$ cat config.mk
export PLATFORM = sky130hd
export DESIGN_NAME = spi_master_xfer
export DESIGN_NICKNAME = d
export VERILOG_FILES = /design/src/rtl/spi_master_xfer.sv
export SDC_FILE = /design/constraint.sdc
export NUM_CORES = 1
export LEC_CHECK = 0
export CAP_MARGIN = 30
export CORE_MARGIN = 1
export CORE_UTILIZATION = 25
export CTS_CLUSTER_DIAMETER = 30
export DETAILED_ROUTE_END_ITERATION = 16
export SYNTH_ARGS = -nofsm -noshare
export SYNTH_HDL_FRONTEND = slang
export SYNTH_SLANG_ARGS = --single-unit
$ cat constraint.sdc
create_clock -name clk -period 4.6 [get_ports clk]
set_clock_uncertainty 0.15 [all_clocks]
set_input_delay 0.69 -clock clk [delete_from_list [all_inputs] [get_ports clk]]
set_output_delay 0.69 -clock clk [all_outputs]
set_load 0.05 [all_outputs]
$ cat src/rtl/spi_master_xfer.sv
// spi_master_xfer -- single-byte SPI master, mode 0 (CPOL=0, CPHA=0), MSB first,
// with optional chip-select hold so that several bytes can form one burst.
//
// Parameters
//   CLK_DIV   SPI half-period in clk cycles (1..255)
// Ports
//   clk       system clock, rising edge
//   reset     asynchronous, active-high reset
//   start     request a byte transfer (accepted in IDLE or HELD only)
//   tx_data   byte to send, captured when start is accepted
//   hold      sampled at the last falling sclk edge: 1 keeps cs_n low for a burst
//   busy      transfer or trailing chip-select interval in progress
//   done      one-cycle pulse, rx_data valid
//   rx_data   last received byte
//   sclk      SPI clock, idle low
//   mosi      serial data out
//   miso      serial data in
//   cs_n      active-low chip select
module spi_master_xfer #(
   parameter int CLK_DIV = 4
) (
   input  logic       clk,
   input  logic       reset,
   input  logic       start,
   input  logic [7:0] tx_data,
   input  logic       hold,
   output logic       busy,
   output logic       done,
   output logic [7:0] rx_data,
   output logic       sclk,
   output logic       mosi,
   input  logic       miso,
   output logic       cs_n
);

   typedef enum logic [2:0] {IDLE, SETUP, SHIFT, HELD, TRAIL} state_t;

   state_t     state_reg, state_next;
   logic [7:0] cnt_reg, cnt_next;
   logic [2:0] bit_reg, bit_next;
   logic [7:0] tx_reg, tx_next;
   logic [7:0] rx_shift_reg, rx_shift_next;
   logic [7:0] rx_data_reg, rx_data_next;
   logic       sclk_reg, sclk_next;
   logic       mosi_reg, mosi_next;
   logic       cs_n_reg, cs_n_next;
   logic       busy_reg, busy_next;
   logic       done_reg, done_next;
   logic       tick;

   // Half-period tick: the counter restarts on every state change, so each
   // state sees its first tick exactly CLK_DIV cycles after entry.
   assign tick = (cnt_reg == 8'(CLK_DIV - 1));

   always_ff @(posedge clk or posedge reset) begin
      if (reset) begin
         state_reg    <= IDLE;
         cnt_reg      <= 8'd0;
         bit_reg      <= 3'd0;
         tx_reg       <= 8'd0;
         rx_shift_reg <= 8'd0;
         rx_data_reg  <= 8'd0;
         sclk_reg     <= 1'b0;
         mosi_reg     <= 1'b0;
         cs_n_reg     <= 1'b1;
         busy_reg     <= 1'b0;
         done_reg     <= 1'b0;
      end else begin
         state_reg    <= state_next;
         cnt_reg      <= cnt_next;
         bit_reg      <= bit_next;
         tx_reg       <= tx_next;
         rx_shift_reg <= rx_shift_next;
         rx_data_reg  <= rx_data_next;
         sclk_reg     <= sclk_next;
         mosi_reg     <= mosi_next;
         cs_n_reg     <= cs_n_next;
         busy_reg     <= busy_next;
         done_reg     <= done_next;
      end
   end

   always_comb begin
      state_next    = state_reg;
      bit_next      = bit_reg;
      tx_next       = tx_reg;
      rx_shift_next = rx_shift_reg;
      rx_data_next  = rx_data_reg;
      sclk_next     = sclk_reg;
      mosi_next     = mosi_reg;
      cs_n_next     = cs_n_reg;
      busy_next     = busy_reg;
      done_next     = 1'b0;

      case (state_reg)
         IDLE, HELD: begin
            if (start) begin
               tx_next    = tx_data;
               mosi_next  = tx_data[7];
               cs_n_next  = 1'b0;
               busy_next  = 1'b1;
               bit_next   = 3'd0;
               state_next = SETUP;
            end
         end
         SETUP: begin
            // First rising edge: slave has had one half-period to see bit 7.
            if (tick) begin
               sclk_next     = 1'b1;
               rx_shift_next = {rx_shift_reg[6:0], miso};
               state_next    = SHIFT;
            end
         end
         SHIFT: begin
            if (tick) begin
               if (!sclk_reg) begin
                  sclk_next     = 1'b1;
                  rx_shift_next = {rx_shift_reg[6:0], miso};
               end else begin
                  sclk_next = 1'b0;
                  if (bit_reg == 3'd7) begin
                     // Last falling edge: mosi keeps the final bit.
                     rx_data_next = rx_shift_reg;
                     done_next    = 1'b1;
                     if (hold) begin
                        busy_next  = 1'b0;
                        state_next = HELD;
                     end else begin
                        state_next = TRAIL;
                     end
                  end else begin
                     bit_next  = bit_reg + 3'd1;
                     mosi_next = tx_reg[6];
                     tx_next   = {tx_reg[6:0], 1'b0};
                  end
               end
            end
         end
         TRAIL: begin
            if (tick) begin
               cs_n_next  = 1'b1;
               busy_next  = 1'b0;
               state_next = IDLE;
            end
         end
         default: state_next = IDLE;
      endcase

      if (tick || (state_next != state_reg))
         cnt_next = 8'd0;
      else
         cnt_next = cnt_reg + 8'd1;
   end

   assign busy    = busy_reg;
   assign done    = done_reg;
   assign rx_data = rx_data_reg;
   assign sclk    = sclk_reg;
   assign mosi    = mosi_reg;
   assign cs_n    = cs_n_reg;

endmodule

# ---- Yosys cells after proc, flatten, opt, wreduce, memory -nomap -nowiden
# Index checks and enable logic that the tools add are counted.
dict set report totals {
  out_inout_bits 13
  word_cells 87
  input_bits 13
  ff_bits 42
}
dict set report classes {
  n_mux 45
  reduce_logical 13
  addsub 2
  n_eq_ne 16
}
# operator count
set op_table {}
lappend op_table {{3-bit two-way mux} 11}
lappend op_table {{8-bit two-way mux} 4}
lappend op_table {{7-bit two-way mux} 4}
lappend op_table {{1-bit two-way mux} 18}
lappend op_table {{2-bit != test (second input constant)} 9}
lappend op_table {{8-bit case mux with 2 select lines} 1}
lappend op_table {{7-bit case mux with 2 select lines} 1}
lappend op_table {{3-bit case mux with 4 select lines} 1}
lappend op_table {{8-bit by 1-bit adder with 8-bit output (second input constant)} 1}
lappend op_table {{8-bit by 2-bit == test with 1-bit output (second input constant)} 1}
lappend op_table {{4-bit AND reduction} 2}
lappend op_table {{7-bit AND reduction} 1}
lappend op_table {{3-bit by 2-bit == test with 1-bit output (second input constant)} 2}
lappend op_table {{3-bit == test (second input constant)} 2}
lappend op_table {{1-bit case mux with 2 select lines} 3}
lappend op_table {{3-bit case mux with 2 select lines} 1}
lappend op_table {{3-bit AND reduction} 2}
lappend op_table {{2-bit nonzero test} 3}
lappend op_table {{5-bit AND reduction} 1}
lappend op_table {{3-bit by 1-bit adder with 3-bit output (second input constant)} 1}
lappend op_table {{3-bit by 1-bit == test with 1-bit output (second input constant)} 1}
lappend op_table {{3-bit zero test} 1}
lappend op_table {{3-bit != test} 1}
lappend op_table {{1-bit case mux with 3 select lines} 1}
lappend op_table {{other kinds (3)} 3}

# ---- Depth between registers and ports, before layout
# Gate-level depths: netlist (run 1).
dict set report logic_depth {
  depth_word 8
  ltp_mapped 7
  ltp_nobuf 6
}

# ---- Worst setup path after synthesis (run 1)
# No wires, ideal clock.
dict set report synth_timing {
  path_kind {register to register}
  from {register bit_reg[0]}
  to {register mosi_reg (netlist: mosi)}
  path_slack_ps 2356
  required_time_ps 4325
  stages_incl_launch_ff 8
  synth_period_minus_slack_ps 2244
  setup_time_ps 125
  t_arrival_ps 1970
  n_path_buf 1
  path_cell_list {dfrtp_1 ha_1 ha_1 nand2b_1 a311oi_1 a21boi_1 buf_2 mux2_2}
}
dict set report synth_between {
  elab_chain_cells 3
}
# element line_no
set synth_lines {}
lappend synth_lines {{start: declaration} 40} ;# logic [2:0] bit_reg, bit_next;
lappend synth_lines {{start signal: assignment} 71} ;# bit_reg <= bit_next;
lappend synth_lines {{3-bit == test} 121} ;# if (bit_reg == 3'd7) begin
lappend synth_lines {{2-bit != test (no line)} -}
lappend synth_lines {{5-bit AND reduction (no line)} -}
lappend synth_lines {{end signal: assignment} 76} ;# mosi_reg <= mosi_next;
lappend synth_lines {{end: declaration} 45} ;# logic mosi_reg, mosi_next;
# No other way between the ends.
# A chain may end at the register's enable or synchronous reset.

# ---- Worst setup path in the final report (run 1)
dict set report layout_timing {
  from {register sclk_reg (netlist: sclk)}
  to {output port sclk}
}
# element line_no
set layout_lines {}
lappend layout_lines {{start: declaration} 44} ;# logic sclk_reg, sclk_next;
lappend layout_lines {{start signal: assignment} 75} ;# sclk_reg <= sclk_next;
lappend layout_lines {{end: declaration} 30} ;# output logic sclk,
# No word-level cell between the ends.

==> flow_summary.toml, run 1 <==
[synthesis]
ys.flop_type = "dfrtp_1"
synth_top_area_share_pct = 51.1
async_reset_ff_share_pct = 100
synth.distinct_cells = 38
synth.yosys.seq_area_share_pct = 52.4
syn_inst = 163
synth-edff-count = 0
synth_common_cells = "dfrtp_1, mux2_2, nor2_1, inv_1, mux2_4"
synth_nets = 179
synth_area_leaders = "dfrtp_1, mux2_2, mux2_4"
postSynthAreaPerCell_um2 = 12.3
yosysTopAreaCell = "dfrtp_1"
synth_seq_cells = 42
netlist_area_um2 = 2010
yosys_warnings = 0
synth_most_common_cell = "dfrtp_1"

[floorplanning]
start_util_pct = 25.9
num_rows = 32
coreArea_um2 = 7770
dieArea_um2 = 8400
io_pins = 26
die_x_um = 91.6
die_y_um = 91.6

[global_route]
antenna_found_initial = 0
grtUsageTotal_pct = 9.18
grt_pass1_vias = 1311
grt_max_degree = 17
overflow = 0
grt_pass1_wl_um = 6070

[worst_setup_path]
required_ns = 3.76
path_cells = "clkdlybuf4s50_1"
criticalPathCategory = "reg -> out"
cp_max_fo = 8
crit_arrival_ns = 1.65
critPathSlowestCell = "clkdlybuf4s50_1"
r2r_slack_ns = 2.25
cp_num_buf_inv = 1
startpoint_type = "flip-flop"
critPathTopFamily = "buffers and inverters"
max_stage_delay_ns = 0.87
critPathCaptureType = "primary output"

[routing]
drc_errors = 0
vias_per_cell = 4.43
vias = 1301
first_pass_iters = 4
wl_per_cell_um = 12.3
ant_nets = 0
drt_iter0_markers = 52
totalWireLength_um = 3610

[sta]
timing.slew.headroom_pct = 57.9
setup_tns_ns = 0
clock.fmax_ghz = 0.401
rsz0062_at_grt = "false"
setup_viol = 0
period_share_pct = 54.2
worst_pin_slew_ns = 0.627
fin_ws_ns = 2.11
period_needed_ns = 2.49
slew_viol_final = 0
hold_violations = 0

[finish]
synthToLayoutAreaGrowth_pct = 24.4
diodes = 0
nNetsFinal = 207
drive_gt1_share_pct = 24.5
finalNonFillerCells = 294

[run]
drv_cap = 0

[clocking]
cts_resized = 0
ctsHtreeMaxLevel = 2
cts_made_buffers = 5
cts_buffer_depth = 2
cts_tree = "done"
hold_buffers = 0
postCtsSetupRepairBufs = 0
cts_root_buf = "clkbuf_8"
cts_sinks = 42
clkLatencyLatePin_ns = 0.28
path_clk_slew_ns = 0.08

[placed_design]
place.gp.congestion = 0.795
portBuffers = 25
dp_slack_ns = 1.82
post-place-cells = 286
dp_hpwl_um = 2540

[status]
status = "complete, no violations"

[power]
power.leakage_nw = 1.13
ir_drop_mv = 0.245
cellPowerDensity_nw_per_um2 = 516

[worst_hold_path]
min_path_type = "reg -> reg"
[final timing paths]
check	start	end	cells past startpoint
setup reg to reg	bit_reg[0]	tx_reg[3]	7
hold / removal	cs_n	cs_n	2
min in group asynchronous	reset	rx_data[0]	2
setup / recovery	sclk	sclk	1
max in group asynchronous	reset	rx_shift_reg[1]	3
hold reg to reg	cs_n	cs_n	2
[placed cells by master, fill, tap and decap left out, drive strengths merged, types with 4 or more instances in the layout]
master / count
nand2: 5
and3: 5
o21ai: 6
clkbuf: 7
mux2: 31
clkdlybuf4s50: 25
inv: 9
nor2: 15
nand3: 5
dfrtp: 41
nand2b: 4
[metrics by stage]
step / total power, mW / hold WS (ns) / area, um^2 / util [%]
floorplan: 0.899 / 0.319 / 2010 / -
global placement: 1.00 / 0.337 / 2360 / 30.4
detailed placement: 1.01 / 0.344 / 2390 / 30.8
CTS: 1.30 / 0.359 / 2500 / 32.2
global route: 1.37 / 0.368 / 2500 / 32.2
finish: 1.29 / 0.355 / 2500 / 32.2
[area by class of cell]
class                      instances  area (um^2)
multi-input combinational        105          885
sequential                        42         1050
clock buffer                       7         76.3
fill                             808         5270
tap                              102          128
timing repair buffer              28          293
inverter                           9         33.8
clock inverter                     1         30.0
[metal layers]
layer	up-vias	global-route usage [%]	routed length, um	part of all wire, %
met2	29	14.5	1670	46
li1	629	-	-	-
met5	-	0	0	0
met3	2	2.99	133	3.7
met4	0	2.91	21	0.58
met1	641	11.9	1790	49
[power by group]
part | switching, mW | internal, mW | total [mW]
logic | 0.225 | 0.219 | 0.444
registers | 0.0929 | 0.470 | 0.563
clock network | 0.119 | 0.162 | 0.282
[cell families (layout without fill, tap and decap cells)]
group | Yosys count | in the layout | share of synthesized area [%]
AOI/OAI and AO/OA | 21 | 21 | 7.60
adders and majority gates | 3 | 3 | 1.87
buffers and inverters | 16 | 45 | 3.55
DFF | 42 | 42 | 52.4
and+or+nand+nor | 41 | 41 | 11.8
muxes | 34 | 34 | 20.2
xor gates and xnor gates | 6 | 6 | 2.62
No activity file was read; power rests on OpenSTA's default activity.
==> inputs of run 2 (changes only) <==
Clock period 4.6 ns to 2.4 ns, I/O delays scaled along.
==> flow_summary.toml, run 2 (synthesized netlist as in run 1, its figures left out) <==
[worst_setup_path]
path_cells = "ha_1 > ha_1 > nand2b_1 > a311oi_2 > a21boi_2 > buf_6 > mux2_2"
crit_arrival_ns = 2.29
r2r-end = "bit_reg[0]"
r2r_start = "bit_reg[0]"
startpoint_type = "flip-flop"
critPathSlowestCell = "dfrtp_1"
rr_worst_depth = 7
r2r_slack_ns = 0.13
critPathCapture = "bit_reg[0]"
required_ns = 2.42
critPathCaptureType = "flip-flop"
cp_max_fo = 11
criticalPathCategory = "reg -> reg"
crit_top_cell = "ha_1"
max_stage_delay_ns = 0.40
worstSetupStartpoint = "bit_reg[0]"

[clocking]
cts_made_buffers = 5
cts_sinks = 42
postCtsSetupRepairBufs = 0
clkLatencyLatePin_ns = 0.29
cts_buffer_depth = 2
cts_tree = "done"
cts_root_buf = "clkbuf_8"
hold_buffers = 0
path_clk_slew_ns = 0.08
ctsHtreeMaxLevel = 2

[routing]
ant_nets = 0
drt_iter0_markers = 65
vias = 1321
vias_per_cell = 4.42
wl_per_cell_um = 12.4
totalWireLength_um = 3710
first_pass_iters = 4
drc_errors = 0

[power]
ir_drop_mv = 0.408
power.leakage_nw = 1.14
cellPowerDensity_nw_per_um2 = 976

[sta]
period_share_pct = 94.4
fin_ws_ns = 0.134
period_needed_ns = 2.27
clock.fmax_ghz = 0.441
worst_pin_slew_ns = 0.589
hold_violations = 0
timing.slew.headroom_pct = 60.5
slew_viol_final = 0
setup_viol = 0

[finish]
nNetsFinal = 212
drive_gt1_share_pct = 28.4
mostFrequentLayoutCell = "dfrtp_1"
mostFrequentLayoutCells = "dfrtp_1, clkdlybuf4s50_1, mux2_2"
fill_cells = 816
final_core_util_pct = 32.4
diodes = 0
synthToLayoutAreaGrowth_pct = 25.4

[floorplanning]
coreArea_um2 = 7770
io_pins = 26
die_y_um = 91.6
start_util_pct = 25.9
die_x_um = 91.6
num_rows = 32
dieArea_um2 = 8400

[global_route]
met1_usage_pct = 13.1
overflow = 0
grt_pass1_vias = 1339
grtUsageTotal_pct = 9.82
use_met3_pct = 2.65
grt_pass1_wl_um = 6500
antenna_found_initial = 0
grt_max_degree = 43
grt-busiest-layer = "met2"
met2_usage_pct = 15.8

[placed_design]
dp_hpwl_um = 2620
portBuffers = 25
place.gp.congestion = 0.766
dp_slack_ns = 0.0367

[run]
drv_cap = 0

[status]
status = "complete, no violations"

[worst_hold_path]
min_path_type = "in -> async"
run 2: cell types whose count changed in the layout (fill, tap and decap cells not counted), sizes merged:
cell	before	now
buf	3	8
clkinv	0	1
clkinvlp	0	1
clkbuf	7	6
bufinv	1	0
run 2: final cells by class:
cell class	instances	area, um^2	share of cell area (%)
Clock inverter	2	12.5	0.497
Multi-Input combinational cell	105	895	35.5
Inverter	9	33.8	1.34
Tap cell	102	128	5.07
Clock buffer	6	82.6	3.28
Sequential cell	42	1050	41.8
Timing Repair Buffer	33	314	12.5
run 2: timing repair:
action,CTS,global route
endpoints found under the setup margin,0,8
hold endpoints to repair,0,0
resized for setup,0,3
run 2: layer usage:
metal	vias to the layer above	wire, um	share of wire, %
met5	-	0	0
li1	640	-	-
met3	3	151	4.1
met1	653	1740	47
met2	25	1800	48
met4	0	17	0.46
run 2: per-stage QoR:
stage,hold slack (ns),std cells,cell area (um^2),power (mW),TNS [ns]
after global routing,0.377,299,2520,2.64,-0.00231
after global placement,0.337,291,2410,1.96,0
final,0.352,299,2520,2.46,0
after floorplan,0.319,163,2010,1.72,0
after detailed placement,0.345,291,2410,1.99,0
after CTS,0.365,299,2500,2.47,0
run 2: critical path: cells and delay by family, from the launching register on:
kind                     cells  cell delay [ns]
AO/OA/AOI/OAI                2             0.52
adder cells (fa/ha/maj)      2             0.41
buffers and inverters        1             0.17
flip-flops                   1             0.40
multiplexers                 1             0.34
AND/OR/NAND/NOR              1             0.17
run 2: where the power goes:
group / switching [mW] / internal, mW
sequential: 0.142 / 0.901
clock: 0.240 / 0.231
combinational: 0.475 / 0.467
total: 0.857 / 1.60
run 2: worst min path at each step:
stage | depth (start not counted) | from | endpoint
after floorplan | 1 | cnt_reg[0] | cnt_reg[0]
after detailed placement | 1 | rx_shift_reg[7] | rx_data[7]
after global routing | 1 | tx_reg[1] | tx_reg[1]
after CTS | 1 | rx_shift_reg[7] | rx_data[7]
final | 3 | reset | rx_shift_reg[0]
after global placement | 1 | tx_reg[5] | tx_reg[5]
==> inputs of run 3 (changes only) <==
Settings changed: CORE_UTILIZATION 25 to 40, HOLD_SLACK_MARGIN from default to 0.08, SLEW_MARGIN from default to 25.
==> flow_summary.toml, run 3 (synthesized netlist as in run 1, its figures left out) <==
[status]
status = "complete, no violations"

[worst_setup_path]
path_cells = "ha_1 > ha_1 > nand2b_1 > a311oi_1 > a21boi_1 > buf_4 > mux2_2"
criticalPathCategory = "reg -> reg"
required_ns = 2.43
cp_max_fo = 10
cp_num_buf_inv = 1
startpoint_type = "flip-flop"
critPathCaptureType = "flip-flop"
crit_top_cell = "ha_1"
max_stage_delay_ns = 0.40
crit_arrival_ns = 2.33
critPathSlowestCell = "dfrtp_1"
critPathTopFamily = "compound AO/OA/AOI/OAI gates"

[clocking]
cts_root_buf = "clkbuf_8"
postCtsSetupRepairBufs = 0
cts_tree = "done"
cts_resized = 0
ctsHtreeMaxLevel = 2
cts_made_buffers = 5
path_clk_slew_ns = 0.08
clkLatencyLatePin_ns = 0.29
hold_buffers = 0
cts_sinks = 42
cts_buffer_depth = 2

[sta]
whs_ns = 0.343
period_share_pct = 95.8
fin_ws_ns = 0.102
setup_tns_ns = 0
rsz0062_at_grt = "false"
hold_violations = 0
setup_viol = 0
period_needed_ns = 2.30
worst_pin_slew_ns = 0.541
slew_viol_final = 0
timing.slew.headroom_pct = 63.7
clock.fmax_ghz = 0.435

[finish]
diodes = 0
finalNonFillerCells = 265
finalInstanceArea_um2 = 2480
final_core_util_pct = 51.8
synthToLayoutAreaGrowth_pct = 23.4
fill_cells = 413
mostFrequentLayoutCells = "dfrtp_1, clkdlybuf4s50_1, mux2_2"
drive_gt1_share_pct = 26.8
mostFrequentLayoutCell = "dfrtp_1"
multi_input_area_um2 = 885
layout.area.seq_um2 = 1050
nNetsFinal = 213

[floorplanning]
num_rows = 25
die_y_um = 72.9
dieArea_um2 = 5310
io_pins = 26
coreArea_um2 = 4790
die_x_um = 72.9
start_util_pct = 42.0

[power]
fin_total_pwr_mw = 2.53
cellPowerDensity_nw_per_um2 = 1020
power.leakage_nw = 1.15
ir_drop_mv = 0.660

[global_route]
grt_pass1_vias = 1324
overflow = 0
grtUsageTotal_pct = 15.1
antenna_found_initial = 0
grt_pass1_wl_um = 6010
grt_max_degree = 43

[placed_design]
place.gp.congestion = 0.796
dp_slack_ns = 0.0998
dpl_cell_area_um2 = 2370
portBuffers = 25
dp_hpwl_um = 2460
post-place-cells = 257

[routing]
ant_nets = 0
drt_iter0_markers = 71
vias_per_cell = 4.92
drc_errors = 0
totalWireLength_um = 3540
first_pass_iters = 4
vias = 1305
wl_per_cell_um = 13.4

[run]
drv_cap = 0

[worst_hold_path]
min_path_type = "in -> async"
run 3: changes by cell type in the layout (fill, tap and decap cells not counted), sizes merged:
cell	delta
clkinvlp	-1
buf	+1
clkbuf	+1
bufinv	+1
clkinv	-1
run 3: worst paths after layout:
| check | from | endpoint | slack (ns) | depth (start not counted) |
|---|---|---|---|---|
| worst min register to register | rx_shift_reg[7] | rx_data[7] | 0.36 | 1 |
| min in group clk | rx_shift_reg[7] | rx_data[7] | 0.36 | 1 |
| worst min-delay path | reset | rx_shift_reg[0] | 0.34 | 3 |
| max in group asynchronous | reset | cs_n | 1.37 | 3 |
| worst max-delay path | bit_reg[0] | tx_reg[1] | 0.10 | 7 |
| worst max register to register | bit_reg[0] | tx_reg[1] | 0.10 | 7 |
run 3: layer usage:
metal / share of wire [%] / vias to the layer above / GRT usage (%) / routed length [um]
li1: - / 638 / - / -
met1: 46 / 637 / 18.9 / 1640
met2: 48 / 24 / 25.0 / 1710
met3: 4.1 / 6 / 4.42 / 145
met4: 1.4 / 0 / 5.45 / 48
met5: 0 / - / 0 / 0
run 3: cell type report:
class                      instances  area share (%)
sequential                        42            42.5
inverter                           9            1.36
tap                               67            3.38
clock buffer                       7            3.08
clock inverter                     1            1.21
timing repair buffer              34            12.8
multi-input combinational        105            35.7
run 3: tightest hold or removal path: stages:
cell	delay [ns]
clkdlybuf4s50_1	0.40
inv_1	0.05
buf_4	0.43
run 3: power breakdown:
part | switching [mW] | internal, mW | total, mW
Combinational | 0.456 | 0.467 | 0.923
Clock | 0.237 | 0.311 | 0.549
Sequential | 0.157 | 0.901 | 1.06
